`src/rtl/servo_ramp_ctrl_pkg.sv`:
```
// rtl/servo_ramp_ctrl_pkg.sv - shared defaults and types for the servo ramp controller
package servo_pkg;
    localparam int NCH  = 8;
    localparam int CW   = 5;
    localparam int STEP = 1;
    localparam int CHW  = $clog2(NCH);

    typedef logic [CW-1:0] duty_t;
endpackage

```
`src/rtl/servo_ramp_ctrl_if.sv`:
```
// rtl/servo_ramp_ctrl_if.sv - host write port (valid/ready) for the servo ramp controller
interface servo_ramp_ctrl_if #(
    parameter int NCH = servo_pkg::NCH,
    parameter int CW  = servo_pkg::CW
);
    localparam int CHW = (NCH > 1) ? $clog2(NCH) : 1;

    logic           wr_valid;
    logic           wr_ready;
    logic [CHW-1:0] wr_ch;
    logic [CW-1:0]  wr_duty;
    logic           wr_en;

    modport master (output wr_valid, wr_ch, wr_duty, wr_en, input wr_ready);
    modport slave  (input wr_valid, wr_ch, wr_duty, wr_en, output wr_ready);
endinterface

```
`src/rtl/servo_ramp_ctrl_frame_timer.sv`:
```
// rtl/servo_ramp_ctrl_frame_timer.sv - frame counter with period sampled at each wrap
module frame_timer #(
    parameter int CW = servo_pkg::CW
) (
    input  logic          clk,
    input  logic          rst,
    input  logic [CW-1:0] period,
    output logic [CW-1:0] period_cur,
    output logic          frame_tick
);
    logic [CW-1:0] cnt_q, cnt_d;
    logic [CW-1:0] period_q, period_d;
    logic          last;

    // A period of 0 or 1 degenerates to a one-cycle frame.
    always_comb begin
        last     = (period_q <= CW'(1)) || (cnt_q == period_q - CW'(1));
        cnt_d    = last ? '0 : cnt_q + CW'(1);
        period_d = last ? period : period_q;
    end

    always_ff @(posedge clk) begin
        if (rst) begin
            cnt_q    <= '0;
            period_q <= period;
        end else begin
            cnt_q    <= cnt_d;
            period_q <= period_d;
        end
    end

    assign frame_tick = !rst && last;
    assign period_cur = period_q;
endmodule

```
`src/rtl/servo_ramp_ctrl.sv`:
```
// rtl/servo_ramp_ctrl.sv - 8-channel servo duty slew controller, updates applied at frame wraps
module servo_ramp_ctrl
    import servo_pkg::*;
#(
    parameter int NCH  = servo_pkg::NCH,
    parameter int CW   = servo_pkg::CW,
    parameter int STEP = servo_pkg::STEP
) (
    input  logic               clk,
    input  logic               rst,
    input  logic [CW-1:0]      period,
    servo_ramp_ctrl_if.slave   wr,
    output logic [NCH*CW-1:0]  duty_bus,
    output logic [NCH-1:0]     servo,
    output logic               frame_tick,
    output logic               busy
);
    localparam logic [CW-1:0] STEP_W = CW'(STEP);

    logic [CW-1:0]  period_q;
    logic [CW-1:0]  wr_duty_lim;
    logic [NCH-1:0] wr_hit;
    logic [NCH-1:0] chan_busy;
    logic           busy_q, busy_d;

    frame_timer #(.CW(CW)) u_timer (
        .clk        (clk),
        .rst        (rst),
        .period     (period),
        .period_cur (period_q),
        .frame_tick (frame_tick)
    );

    // Writes are held off during the tick cycle so they never race a frame update.
    assign wr.wr_ready = !rst && !frame_tick;

    always_comb begin
        wr_duty_lim = (wr.wr_duty > period_q) ? period_q : wr.wr_duty;
        wr_hit      = '0;
        for (int k = 0; k < NCH; k++) begin
            wr_hit[k] = wr.wr_valid && wr.wr_ready && (int'(wr.wr_ch) == k);
        end
    end

    for (genvar i = 0; i < NCH; i++) begin : g_ch
        logic [CW-1:0] tgt_q, tgt_d, cur_q, cur_d;
        logic [CW-1:0] gap, stepped;
        logic          pend_q, pend_d, servo_q, servo_d;

        // Step is limited by the remaining distance, so the ramp never overshoots.
        always_comb begin
            tgt_d   = tgt_q;
            cur_d   = cur_q;
            pend_d  = pend_q;
            servo_d = servo_q;
            gap     = (cur_q < tgt_q) ? tgt_q - cur_q : cur_q - tgt_q;
            if (gap > STEP_W) gap = STEP_W;
            stepped = (cur_q < tgt_q) ? cur_q + gap : cur_q - gap;
            if (wr_hit[i]) begin
                tgt_d  = wr_duty_lim;
                pend_d = wr.wr_en;
            end
            if (frame_tick) begin
                servo_d = pend_q;
                tgt_d   = (tgt_q > period) ? period : tgt_q;
                cur_d   = (stepped > period) ? period : stepped;
            end
        end

        always_ff @(posedge clk) begin
            if (rst) begin
                tgt_q   <= '0;
                cur_q   <= '0;
                pend_q  <= 1'b0;
                servo_q <= 1'b0;
            end else begin
                tgt_q   <= tgt_d;
                cur_q   <= cur_d;
                pend_q  <= pend_d;
                servo_q <= servo_d;
            end
        end

        assign duty_bus[i*CW +: CW] = cur_q;
        assign servo[i]             = servo_q;
        assign chan_busy[i]         = (cur_q != tgt_q) || (pend_q != servo_q);
    end

    always_comb begin
        busy_d = |chan_busy;
    end

    always_ff @(posedge clk) begin
        if (rst) busy_q <= 1'b0;
        else     busy_q <= busy_d;
    end

    assign busy = busy_q;
endmodule
```
`src/flat_wrapper.sv`:
```
// flat-port wrapper written by rule: the top's interface ports become plain ports
module servo_ramp_ctrl_flat import servo_pkg::*;
#(
    parameter int NCH  = servo_pkg::NCH,
    parameter int CW   = servo_pkg::CW,
    parameter int STEP = servo_pkg::STEP
)
  (clk, rst, period, duty_bus, servo, frame_tick, busy, wr_wr_valid, wr_wr_ch, wr_wr_duty, wr_wr_en, wr_wr_ready);
  servo_ramp_ctrl_if #(.NCH(NCH), .CW(CW)) wr_i ();
  input  logic clk;
  input  logic rst;
  input  logic [CW-1:0] period;
  output logic [NCH*CW-1:0] duty_bus;
  output logic [NCH-1:0] servo;
  output logic frame_tick;
  output logic busy;
  input wire logic [$bits(wr_i.wr_valid)-1:0] wr_wr_valid;
  input wire logic [$bits(wr_i.wr_ch)-1:0] wr_wr_ch;
  input wire logic [$bits(wr_i.wr_duty)-1:0] wr_wr_duty;
  input wire logic [$bits(wr_i.wr_en)-1:0] wr_wr_en;
  output wire logic [$bits(wr_i.wr_ready)-1:0] wr_wr_ready;
  assign wr_i.wr_valid = wr_wr_valid;
  assign wr_i.wr_ch = wr_wr_ch;
  assign wr_i.wr_duty = wr_wr_duty;
  assign wr_i.wr_en = wr_wr_en;
  assign wr_wr_ready = wr_i.wr_ready;
  servo_ramp_ctrl #(.NCH(NCH), .CW(CW), .STEP(STEP)) u_core (.clk(clk), .rst(rst), .period(period), .wr(wr_i), .duty_bus(duty_bus), .servo(servo), .frame_tick(frame_tick), .busy(busy));
endmodule
```
`config.mk`:
```
export PLATFORM = sky130hd
export DESIGN_NAME = servo_ramp_ctrl_flat
export DESIGN_NICKNAME = d
export VERILOG_FILES = /design/src/rtl/servo_ramp_ctrl_pkg.sv /design/src/rtl/servo_ramp_ctrl_if.sv /design/src/rtl/servo_ramp_ctrl_frame_timer.sv /design/src/rtl/servo_ramp_ctrl.sv /design/src/flat_wrapper.sv
export SDC_FILE = /design/constraint.sdc
export NUM_CORES = 1
export LEC_CHECK = 0
export BUFFER_PORTS_ARGS = -buffer_cell sky130_fd_sc_hd__buf_2
export CAP_MARGIN = 30
export CORE_AREA = 2 2 177 179
export CTS_BUF_LIST = sky130_fd_sc_hd__clkbuf_8
export DETAILED_ROUTE_END_ITERATION = 16
export DIE_AREA = 0 0 179 181
export PLACE_DENSITY = 0.57
export SKIP_CTS_REPAIR_TIMING = 1
export SLEW_MARGIN = 20
export SYNTH_ARGS = -nofsm -noshare
export SYNTH_HDL_FRONTEND = slang
export SYNTH_SLANG_ARGS = --single-unit
```
`constraint.sdc`:
```
create_clock -name clk -period 6.5 [get_ports clk]
set_input_delay 0.975 -clock clk [delete_from_list [all_inputs] [get_ports clk]]
set_output_delay 0.975 -clock clk [all_outputs]
set_load 0.02 [all_outputs]
```
==> metrics.txt, run 1 <==
result of the run=complete, no violations; total of max-cap violations=0; CP max FO=7; power per standard cell area=592 nW/um^2; uppermost routed layer=met4; Seq cells post-synth=107; max_slew headroom=45.6%; via density per instance=5.52; # IOs=68; average wire length per cell after detail routing=about 18 um; crit start category=register; share of flip-flops with an asynchronous set or reset=0%; count of synthesis-stage warnings from yosys=0; synthesized-area fraction occupied by and/or/nand/nor cells=between 10% and 20%; sum of negative setup slack=0 ps; CTS sink count=107; clock skew=14.9 ps; leakage=5.43 nW; Metal-1 WL=16100 um; global-route wire length before repair=54600 um; H-tree Lvls=3; Final Net Count=1744; register area=2190 sq um; buffering stage count on the worst path with inverters included=1; pin slew with the least headroom to its limit=816 ps; Cell Chain, Critical Path=inv_1 -> ha_1 -> nor2b_1 -> o31a_1 -> o21ai_0 -> a21oi_1 -> o2111a_1 -> and2_1 -> ha_1 -> nor2_1 -> nand2_1 -> ha_1 -> nor2b_1 -> o21ai_0 -> a21boi_0 -> a211oi_1 -> nor2_1 -> ha_1 -> nand2_1 -> o22ai_1 -> a21oi_1 -> nor2_1 -> a211o_1 -> a21oi_1; Worst EP required=6840 ps; Hold Vio Cnt, Final=0; Max Clock Freq=168 MHz; cell type with the highest aggregate area in the netlist=ha_1; clock slew at reported path FFs=about 120 ps; first drt pass iteration count=5; number of rows created at floorplan=64; clock latency of the later-clocked register in the worst-skew pair=approximately 400 ps; final cycle utilization of the critical path=about nine tenths; cell count after synthesis=1466; initial core utilization=39.8%; count of final max-slew check failures=0; post-route ant nets=0; area share of the leading cell type in the synthesized netlist=around a fifth; final wirelength=34100 um; final antenna diode count=0; maximum root-to-sink buffer count=2; overall via count from detail_route=10519; placer congestion estimate=0.877; layout cells sized above 1=8.02%; post-synthesis mux area share=7.19%; width of the die=179 um; area of the multi-input gates=9080 sq um; via count of the first global-routing pass=around 10000; antenna violations before repair=0; remaining global-route overflow=0; residual DRC count=0; main combinational cell family by area after synthesis=adder cells; Layout area overhead=6.89%; share of the synthesized netlist area taken by xor and xnor gates=3.41%; type of destination of the critical path=register; buffer cell driving the clock tree root=clkbuf_8; worst hold-check path type=register to register; fill cell instance count of the final layout=~3100; drt first-iter violations=about 600; critical path arrival=6310 ps; clock buffer count from CTS=9; final critical delay including setup and external delays=5960 ps; Max stage delay cell, worst path=a21oi_1; Die Y=181 um; number of distinct library cell variants in the gate-level netlist after synthesis=79; peak per-stage delay on the critical path=560 ps; number of flops mapped to enable cells by yosys=5; die outline area=32400 sq um; routed length on met3=1310 um; Synth Flop Type=dfxtp_1; sequential area share after synthesis=a little under a fifth; Worst R2R Setup Slack=roughly 540 ps; worst vdd ir=roughly 390 uV; pin count of the biggest net entering global routing=68; Met2 Wirelength=16000 um; Cell Area, Synth=12100 sq um; synth top area cells=ha_1 (21%), dfxtp_1 (17%), mux2i_1 (6.6%); worst setup path class=register to register; cell type with the highest occurrence count on the critical path=ha_1; placed wire-length estimate after detailed placement=25600 um; # port buffers=67; TritonCTS clock tree=yes; post-synthesis adder-cell area fraction=between 20% and 30%; synthesized-area fraction occupied by ao, oa, aoi and oai cells=around a fifth; Post-Route Utilization=roughly 43%; Global Route Usage Sum=21.4%; average cell area after synthesis=8.24 sq um; CP top delay family=compound AO/OA/AOI/OAI gates; area of the placeable core=between 30000 and 40000 sq um; final setup violating endpoints=0; unrepaired setup endpoints after global routing=no
[report_power, final]
| part | internal (mW) | switching [mW] | leakage (nW) |
|---|---|---|---|
| Sequential | 0.739 | 0.136 | 0.877 |
| Clock | 0.135 | 0.261 | 0.0789 |
| Combinational | 2.83 | 3.54 | 4.47 |
| Total | 3.71 | 3.94 | 5.43 |
[final cells by class]
class / instances / area share, %
Multi-Input combinational cell: 1155 / 70.3
Tap cell: 396 / 3.84
Clock buffer: 9 / 0.959
Clock inverter: 7 / 0.291
Sequential cell: 107 / 17.0
Inverter: 154 / 4.48
Timing Repair Buffer: 76 / 3.14
[synth_stat cells, types with 6 or more instances]
master and number:
nand4_1 16, nor3b_1 10, nand2b_1 59, o21a_1 18
xnor2_1 21, a21oi_1 86, nor2b_1 52, dfxtp_1 102
a31o_2 7, nand2_1 81, o211ai_1 14, a211oi_1 46
and3_1 11, buf_2 12, nor4_1 8, o311a_1 8
clkbuf_1 32, mux2_2 6, a211o_1 11, xor2_1 26
mux2i_1 80, o211a_1 6, nor2_1 103, fa_1 24
o22ai_1 14, buf_4 9, inv_1 153, o31ai_1 6
and2_1 15, a21boi_0 8, nand3_1 20, nor3_1 27
ha_1 200, a21o_1 17, a31oi_1 9, o21ai_0 51
[tightest hold or removal path, stage by stage, from the launching register on]
cell and delay (ps):
dfxtp_1 350, nand2_1 60, a21oi_1 50
[state kept, by name, indices dropped and copies added, names as in the netlist]
name                       count
u_core.g_ch.cur_q             40
u_core.u_timer.cnt_q           5
u_core.g_ch.pend_q             8
u_core.g_ch.servo_q            8
u_core.g_ch.tgt_q             40
u_core.u_timer.period_cur      5
u_core.busy                    1
[cells by family after synthesis]
| kind of cell | Yosys count |
|---|---|
| xor gates and xnor gates | 47 |
| AOI/OAI and AO/OA | 361 |
| buffers and inverters | 211 |
| DFF | 107 |
| muxes | 86 |
| adders and majority gates | 224 |
| other | 1 |
| and+or+nand+nor | 429 |
[cell usage in the layout, fill, tap and decap left out, types with 15 or more instances in the layout]
cell type | synthesis | final
a211oi_1 | 46 | 46
a21o_1 | 17 | 17
a21oi_1 | 86 | 86
and2_1 | 15 | 15
buf_2 | 12 | 66
dfxtp_1 | 102 | 102
fa_1 | 24 | 24
ha_1 | 200 | 200
inv_1 | 153 | 155
mux2i_1 | 80 | 80
nand2_1 | 81 | 81
nand2b_1 | 59 | 59
nand3_1 | 20 | 20
nand4_1 | 16 | 16
nor2_1 | 103 | 102
nor2b_1 | 52 | 52
nor3_1 | 27 | 27
o21a_1 | 18 | 18
o21ai_0 | 51 | 51
xnor2_1 | 21 | 21
xor2_1 | 26 | 26
[stage by stage]
step	setup slack, ps	power (mW)	hold slack, ps	cell area, sq um	instances
floorplan	1140	5.93	441	12100	1473
global route	33.6	8.57	524	12900	1904
CTS	601	7.67	496	12900	1904
detailed placement	655	7.24	479	12700	1888
global placement	776	7.12	468	12700	1888
finish	537	7.64	491	12900	1904
[routing by layer]
layer | up-vias | global-route usage [%]
li1 | 5304 | -
met1 | 4981 | 29.0
met2 | 194 | 35.9
met3 | 40 | 2.04
met4 | 0 | 5.95
met5 | - | 0
[worst paths after layout]
check        depth (start not counted)                                 start                              endpoint
min reg2reg                          2    u_core.g_ch[7].pend_q$_SDFFE_PP0P_   u_core.g_ch[7].servo_q$_SDFFE_PP0P_
max reg2reg                         24  u_core.g_ch[4].cur_q[1]$_SDFFE_PP0P_  u_core.g_ch[4].cur_q[1]$_SDFFE_PP0P_
max                                 24  u_core.g_ch[4].cur_q[1]$_SDFFE_PP0P_  u_core.g_ch[4].cur_q[1]$_SDFFE_PP0P_
min                                  2    u_core.g_ch[7].pend_q$_SDFFE_PP0P_   u_core.g_ch[7].servo_q$_SDFFE_PP0P_
No activity file was read; power rests on OpenSTA's default activity.
==> run 2: changes to the inputs <==
- CTS_BUF_LIST: sky130_fd_sc_hd__clkbuf_8 -> default
==> metrics.txt, run 2 (synthesis results as in run 1) <==
result of the run=complete, no violations; Post-Route Utilization=a little over two fifths; critical path arrival=between 6000 and 7000 ps; final setup violating endpoints=0; Crit Reg-Reg Startpoint=u_core.g_ch[4].cur_q[1]$_SDFFE_PP0P_; first drt pass iteration count=4; remaining global-route overflow=0; buffer cell driving the clock tree root=clkbuf_16; overall via count from detail_route=about 11000; die outline area=32400 sq um; Worst R2R Setup Slack=530 ps; placed wire-length estimate after detailed placement=25600 um; clock latency of the later-clocked register in the worst-skew pair=360 ps; clock buffer count from CTS=9; via count of the first global-routing pass=10191; maximum root-to-sink buffer count=2; # port buffers=67; drt first-iter violations=608; count of final max-slew check failures=0; crit start category=register; global-route wire length before repair=54700 um; placer congestion estimate=0.877; pin slew with the least headroom to its limit=roughly 800 ps; Layout area overhead=7.73%; Max stage delay cell, worst path=a21oi_1; area of the placeable core=30300 sq um; post-route ant nets=0; r2r worst-path depth=24; max_slew headroom=46.8%; most common cell after layout, fill and taps aside=ha_1; pin count of the biggest net entering global routing=68; Max Clock Freq=168 MHz; peak per-stage delay on the critical path=approximately 570 ps; final antenna diode count=0; Worst setup endpoint=u_core.g_ch[4].cur_q[1]$_SDFFE_PP0P_; commonest cells after routing, fill and taps aside=ha_1 (200), inv_1 (153), nor2_1 (102), dfxtp_1 (102), a21oi_1 (86); final critical delay including setup and external delays=between 5000 and 6000 ps; average wire length per cell after detail routing=18.0 um; final cycle utilization of the critical path=about 92%; width of the die=179 um; leakage=5.47 nW; H-tree Lvls=3; sum of negative setup slack=0 ps; worst setup path class=register to register; clock slew at reported path FFs=80 ps; start point of the critical path=u_core.g_ch[4].cur_q[1]$_SDFFE_PP0P_; # IOs=approximately 70; power per standard cell area=598 nW/um^2; worst hold-check path type=register to register; number of rows created at floorplan=between 60 and 70; worst vdd ir=390 uV; antenna violations before repair=0; Final Net Count=around 1700; CTS sink count=107; layout cells sized above 1=8.02%; initial core utilization=39.8%; Largest regs=u_core.g_ch.cur_q x40, u_core.g_ch.tgt_q x40; FF-to-FF End=u_core.g_ch[4].cur_q[1]$_SDFFE_PP0P_; Global Route Usage Sum=21.4%; residual DRC count=0; TritonCTS clock tree=yes; Worst EP required=6800 ps; via density per instance=5.54; total of max-cap violations=0; Cell Chain, Critical Path=inv_1 -> ha_1 -> nor2b_1 -> o31a_1 -> o21ai_0 -> a21oi_1 -> o2111a_1 -> and2_1 -> ha_1 -> nor2_1 -> nand2_1 -> ha_1 -> nor2b_1 -> o21ai_0 -> a21boi_0 -> a211oi_1 -> nor2_1 -> ha_1 -> nand2_1 -> o22ai_1 -> a21oi_1 -> nor2_1 -> a211o_1 -> a21oi_1; final wirelength=around 34000 um; CP max FO=7; Die Y=181 um; unrepaired setup endpoints after global routing=no; clock skew=8.38 ps; type of destination of the critical path=register; Hold Vio Cnt, Final=0; cell type with the highest occurrence count on the critical path=ha_1
run 2: per-stage QoR:
| stage | setup WS [ps] | power (mW) | cell area [sq um] | std cells | hold WS (ps) |
|---|---|---|---|---|---|
| 4_1_cts | 598 | 7.81 | 13000 | 1904 | 491 |
| 2_1_floorplan | 1140 | 5.93 | 12100 | 1473 | 441 |
| 6_report | 535 | 7.78 | 13000 | 1904 | 488 |
| 3_3_place_gp | 776 | 7.12 | 12700 | 1888 | 468 |
| 5_1_grt | 27.6 | 8.71 | 13000 | 1904 | 522 |
| 3_5_place_dp | 655 | 7.24 | 12700 | 1888 | 479 |
run 2: cell type report:
class	count	area (sq um)
Clock buffer	11	233
Clock inverter	5	30.0
Fill cell	3091	17300
Inverter	154	578
Multi-Input combinational cell	1155	9080
Sequential cell	107	2190
Tap cell	396	495
Timing Repair Buffer	76	405
run 2: worst min path at each step:
stage | from | end | slack (ps) | depth (start not counted)
2_1_floorplan | u_core.u_timer.cnt_q[0]$_SDFF_PP0_ | u_core.u_timer.cnt_q[0]$_SDFF_PP0_ | 440 | 1
5_1_grt | u_core.g_ch[7].pend_q$_SDFFE_PP0P_ | u_core.g_ch[7].servo_q$_SDFFE_PP0P_ | 520 | 2
3_5_place_dp | u_core.g_ch[1].servo_q$_SDFFE_PP0P_ | u_core.g_ch[1].servo_q$_SDFFE_PP0P_ | 480 | 2
6_report | u_core.g_ch[7].pend_q$_SDFFE_PP0P_ | u_core.g_ch[7].servo_q$_SDFFE_PP0P_ | 490 | 2
4_1_cts | u_core.g_ch[1].servo_q$_SDFFE_PP0P_ | u_core.g_ch[1].servo_q$_SDFFE_PP0P_ | 490 | 2
3_3_place_gp | u_core.u_timer.cnt_q[0]$_SDFF_PP0_ | u_core.u_timer.cnt_q[0]$_SDFF_PP0_ | 470 | 1
run 2: where the power goes:
group	internal, mW	leakage (nW)	switching, mW
logic	2.83	4.47	3.54
registers	0.739	0.877	0.136
clock network	0.259	0.117	0.275
run 2: worst max-delay path: cells and delay by family, from the launching register on:
family | cells | cell delay, ps
buf+inv | 1 | 160
fa+ha+maj | 4 | 1190
flops | 1 | 530
simple gates | 8 | 1010
compound gates | 11 | 3020
run 2: metal layers:
layer	vias to the layer above	global-route usage [%]	wire [um]
met1	5000	29.0	16300
met5	-	0	0
met3	39	2.48	1240
li1	5303	-	-
met4	0	5.50	758
met2	200	35.8	16000
